`config.mk`:
```
export PLATFORM = sky130hd
export DESIGN_NAME = fetch_controller
export DESIGN_NICKNAME = d
export VERILOG_FILES = /design/src/rtl/fetch_controller.sv
export SDC_FILE = /design/constraint.sdc
export NUM_CORES = 1
export LEC_CHECK = 0
export ABC_AREA = 1
export CORE_MARGIN = 8
export CORE_UTILIZATION = 40
export CTS_BUF_LIST = sky130_fd_sc_hd__clkbuf_8
export CTS_CLUSTER_SIZE = 16
export DETAILED_ROUTE_END_ITERATION = 8
export PLACE_DENSITY_LB_ADDON = 0.12
export SLEW_MARGIN = 20
export SYNTH_ARGS = -nofsm -noshare
export SYNTH_HDL_FRONTEND = slang
export SYNTH_SLANG_ARGS = --single-unit
```
`constraint.sdc`:
```
create_clock -name clk -period 3.2 [get_ports clk]
set_input_delay 0.96 -clock clk [delete_from_list [all_inputs] [get_ports clk]]
set_output_delay 0.96 -clock clk [all_outputs]
set_load 0.02 [all_outputs]
```
`src/rtl/fetch_controller.sv`:
```
// Instruction fetch front end: PC sequencing, one-deep memory pipeline, 2-entry output FIFO.
// Define FETCH_CONTROLLER_PERF_EN to add the fetch_count/stall_count performance counters.
module fetch_controller #(
    parameter int MEMORY_BITS = 8,
    parameter int MEMORY_SIZE = 256,
    parameter int RESET_PC    = 0
) (
    input  logic                   clk,
    input  logic                   rst,
    output logic [MEMORY_BITS-1:0] mem_pc,
    input  logic [MEMORY_BITS-1:0] mem_instruction,
    input  logic                   branch_valid,
    input  logic [MEMORY_BITS-1:0] branch_target,
    output logic                   out_valid,
    input  logic                   out_ready,
    output logic [MEMORY_BITS-1:0] out_instruction,
    output logic [MEMORY_BITS-1:0] out_pc
`ifdef FETCH_CONTROLLER_PERF_EN
    ,
    output logic [15:0]            fetch_count,
    output logic [15:0]            stall_count
`endif
);

    localparam int W  = MEMORY_BITS;
    localparam int XW = (W > 32) ? W : 32;
    localparam logic [W-1:0] LAST_PC = W'(MEMORY_SIZE - 1);
    localparam logic [W-1:0] RST_PC  = W'(RESET_PC);

    logic [W-1:0]  r_fetch_pc;
    logic          r_inflight;
    logic [W-1:0]  r_inflight_pc;
    logic [1:0]    r_count;
    logic [W-1:0]  r_pc0;
    logic [W-1:0]  r_ins0;
    logic [W-1:0]  r_pc1;
    logic [W-1:0]  r_ins1;

    logic          w_pop;
    logic          w_push;
    logic          w_issue;
    logic          w_slot1;
    logic [2:0]    w_occ;
    logic [W-1:0]  w_next_pc;
    logic [XW-1:0] w_tgt_ext;
    logic [W-1:0]  w_target;

    assign mem_pc          = r_fetch_pc;
    assign out_valid       = (r_count != 2'd0);
    assign out_pc          = r_pc0;
    assign out_instruction = r_ins0;

    // Handshake, occupancy and address arithmetic
    always_comb begin
        w_pop     = out_valid && out_ready;
        w_push    = r_inflight && ((r_count != 2'd2) || w_pop);
        w_occ     = {1'b0, r_count} + {2'b0, r_inflight} - {2'b0, w_pop};
        w_issue   = !rst && !branch_valid && (w_occ < 3'd2);
        w_slot1   = (r_count == 2'd2) || ((r_count == 2'd1) && !w_pop);
        w_next_pc = (r_fetch_pc == LAST_PC) ? '0 : r_fetch_pc + W'(1);
        w_tgt_ext = XW'(branch_target);
        w_target  = W'(w_tgt_ext % XW'(MEMORY_SIZE));
    end

    // Fetch PC, in-flight tracking and shift-style output FIFO
    always_ff @(posedge clk) begin
        if (rst) begin
            r_fetch_pc    <= RST_PC;
            r_inflight    <= 1'b0;
            r_inflight_pc <= '0;
            r_count       <= 2'd0;
            r_pc0         <= '0;
            r_ins0        <= '0;
            r_pc1         <= '0;
            r_ins1        <= '0;
        end else if (branch_valid) begin
            r_fetch_pc <= w_target;
            r_inflight <= 1'b0;
            r_count    <= 2'd0;
        end else begin
            r_inflight <= w_issue;
            if (w_issue) begin
                r_inflight_pc <= r_fetch_pc;
                r_fetch_pc    <= w_next_pc;
            end
            r_count <= r_count + {1'b0, w_push} - {1'b0, w_pop};
            if (w_pop) begin
                r_pc0  <= r_pc1;
                r_ins0 <= r_ins1;
            end
            if (w_push) begin
                if (w_slot1) begin
                    r_pc1  <= r_inflight_pc;
                    r_ins1 <= mem_instruction;
                end else begin
                    r_pc0  <= r_inflight_pc;
                    r_ins0 <= mem_instruction;
                end
            end
        end
    end

`ifdef FETCH_CONTROLLER_PERF_EN
    logic [15:0] r_fetch_cnt;
    logic [15:0] r_stall_cnt;

    assign fetch_count = r_fetch_cnt;
    assign stall_count = r_stall_cnt;

    // Saturating transfer and back-pressure counters
    always_ff @(posedge clk) begin
        if (rst) begin
            r_fetch_cnt <= 16'd0;
            r_stall_cnt <= 16'd0;
        end else begin
            if (w_pop && (r_fetch_cnt != 16'hFFFF))
                r_fetch_cnt <= r_fetch_cnt + 16'd1;
            if (out_valid && !out_ready && (r_stall_cnt != 16'hFFFF))
                r_stall_cnt <= r_stall_cnt + 16'd1;
        end
    end
`endif

endmodule

```
==> out/results.ini <==
[placed_design]
hpwl_um = 4307
place_congestion = 0.8592
numPortBuffers = 44

[global_route]
grt_pass1_vias = 2206
grt_pass1_wl_um = 10440
antenna_found_initial = 0
grt_start_max_net_pins = 33
grt_use_total_pct = 14.18
gr-total-overflow = 0

[layout]
n_fill_cell = 637
area_growth_pct = 24.28
n_antenna_cell = 0
layout_commonest_cell = nand2_1
layout_common_cells = nand2_1 (102), dfxtp_1 (51), nor2_1 (44), clkdlybuf4s50_1 (44), nand3_1 (26)
final_util_pct = 50.61
drive_gt1_share_pct = 13.68
nets = 426

[route]
avgRoutedWirePerCell_um = 12.62
met2_length_um = 2689
dr_wl_met3_um = 321
vias_per_cell = 4.856
vias = 2326
drc = 0
routed_wl_um = 6043
wl_met1_um = 2986
route.top_layer_used = met4
drt.antenna.violating_nets = 0
dr.pass1.iters = 4
drt-initial-drc-count = 81

[clocking]
cts_inserted_buffers = 5
root_buffer = clkbuf_8
ctsHoldBuffers = 0
cts_num_sinks = 51
insertion_delay_ps = 300
post-cts-setup-buffer-count = 0
cts-resized-gates = 0
ctsLongestPathBuffers = 2
cts.reportedPaths.clkPinSlew_ps = 90
h-tree-depth = 2
cts_tree = yes

[logic_synthesis]
synth_top_area_share_pct = 39.94
synth.area.top_cells = dfxtp_1 (40%), nand2_1 (15%), nor2_1 (6.6%), nand3_1 (5.1%), o211ai_1 (4.7%)
yosys_warnings = 0
synth.avg_cell_area_um2 = 7.241
synth_area_um2 = 2556
synth_nets = 377
ys_seq_area_share_pct = 39.94
synth_cells = 353
yosys.area.top_type = dfxtp_1
ys_types = 33
ys_ff_latch = 51

[critical_path]
r2r_cells = 14
r2r_start = r_count[1]$_SDFF_PP0_
crit_type = in2reg
rr_endpoint = mem_pc[6]$_SDFFE_PP0P_
worstPathRequired_ps = 3460
cp.arrival_ps = 3300
endpoint_kind = flip-flop
critical_path.max_fanout = 5
reg2reg_slack_ps = 640
start_kind = primary input

[floorplan]
initial_core_util_pct = 40.72
ios = 45
die_height_um = 95.94
die_w_um = 95.94
dieArea_um2 = 9204
rows = 29
core_um2 = 6277

[sta]
finalCriticalPeriod_ps = 3041
setup_viol = 0
relSlewSlack_pct = 66.51
worstMarginPinSlew_ps = 500.8
fin_tns_setup_ps = 0
finalHoldViolations = 0
timing.hold.ws_ps = 470.4
fmax_ghz = 0.3289
finalClockSkew_ps = 7.544
fin_crit_sh_pct = 95.02
drv_slew = 0

[status]
outcome = completed

[hold_path]
hold_path.class = reg2reg
worstHoldPathCells = 2
worstHoldEndpoint = out_pc[2]$_SDFFE_PP0N_
min_from = out_pc[2]$_SDFFE_PP0N_

[pwr]
ir_drop_uv = 199.5
p_per_area_nw_per_um2 = 417.5
finalPower_uw = 1326
leakage_uw = 0.001418

[run]
maxCapViolations = 0

-- cell usage after synthesis --
cell type  instances
nand3_2            1
nand3_1           26
o211ai_1          16
o21ai_1           15
nor2_2            10
clkbuf_1           3
buf_2              6
nand2_1          103
inv_6              1
a22oi_1            1
a21oi_1            9
nand3b_4           1
inv_4              1
buf_12             1
o21ai_0           11
nor2_1            45
ha_1               3
inv_1             17
buf_6              4
a21oi_2            1
or2_2              1
fa_1               1
nand2_2            7
nor3_1             2
inv_2              4
dfxtp_1           51
o21ai_2            1
nor2b_1            1
nor2_4             3
nand2_4            2
nor2_8             1
o211a_1            1
xor2_1             3
-- cell type report --
cell class | instances | area, µm² | area share [%]
clock inverter | 2 | 13.76 | 0.4332
inverter | 23 | 93.84 | 2.954
sequential | 51 | 1021 | 32.14
tap | 77 | 96.34 | 3.033
clock buffer | 5 | 68.82 | 2.166
multi-input combinational | 265 | 1340 | 42.18
timing repair buffer | 56 | 543.0 | 17.09
-- where the power goes --
part / leakage, µW / switching [µW] / internal (µW) / total [µW]
Clock: 0.0000440 / 215 / 150 / 365
Sequential: 0.000416 / 32.3 / 668 / 700
Combinational: 0.000958 / 142 / 119 / 261
-- per-layer routing --
metal  vias up  global-route usage [%]
met4         0                   3.841
li1       1243                       -
met5         -                       0
met2        42                   22.97
met3         4                   3.588
met1      1037                   18.26
-- flip-flops by register name (all words and copies together) (netlist names) --
signal,cells
r_inflight_pc,8
r_count,2
r_pc1,8
r_ins1,8
r_inflight,1
out_pc,8
mem_pc,8
out_instruction,8
-- worst max-delay path, stage by stage --
cell	delay, ps
clkdlybuf4s50_1	520
nand2_4	80
inv_6	50
ha_1	200
or2_2	300
fa_1	530
nand2_2	100
nor2_8	170
buf_4	140
nand3_1	70
nand3_1	60
nand2_1	50
inv_1	50
-- cells by family (layout without fill, tap and decap cells) --
| group | Yosys count | in the layout | share of synthesized area (%) |
|---|---|---|---|
| AO/OA/AOI/OAI | 55 | 55 | 12.92 |
| XOR/XNOR | 3 | 3 | 1.028 |
| adder cells (fa/ha/maj) | 4 | 4 | 2.252 |
| buffers and inverters | 37 | 86 | 7.832 |
| flip-flops | 51 | 51 | 39.94 |
| AND/OR/NAND/NOR | 203 | 203 | 36.03 |
-- through the flow --
stage / setup WS [ps] / cell area (µm²) / cells
2_1_floorplan: 202.9 / 2556 / 353
3_3_place_gp: -180.2 / 3089 / 472
3_5_place_dp: -209.5 / 3089 / 472
4_1_cts: 125.3 / 3172 / 479
5_1_grt: -1.514 / 3177 / 479
6_report: 159.4 / 3177 / 479
-- worst max path at each step --
stage | start | end | cells after the start
after floorplan | out_ready | mem_pc[6]$_SDFFE_PP0P_ | 13
after global placement | out_ready | mem_pc[1]$_SDFFE_PP0P_ | 13
after detailed placement | out_ready | mem_pc[6]$_SDFFE_PP0P_ | 15
after CTS | out_ready | mem_pc[6]$_SDFFE_PP0P_ | 15
after global routing | out_ready | mem_pc[0]$_SDFFE_PP0P_ | 13
final | out_ready | mem_pc[6]$_SDFFE_PP0P_ | 13
Power figures use the tool's default switching activity.
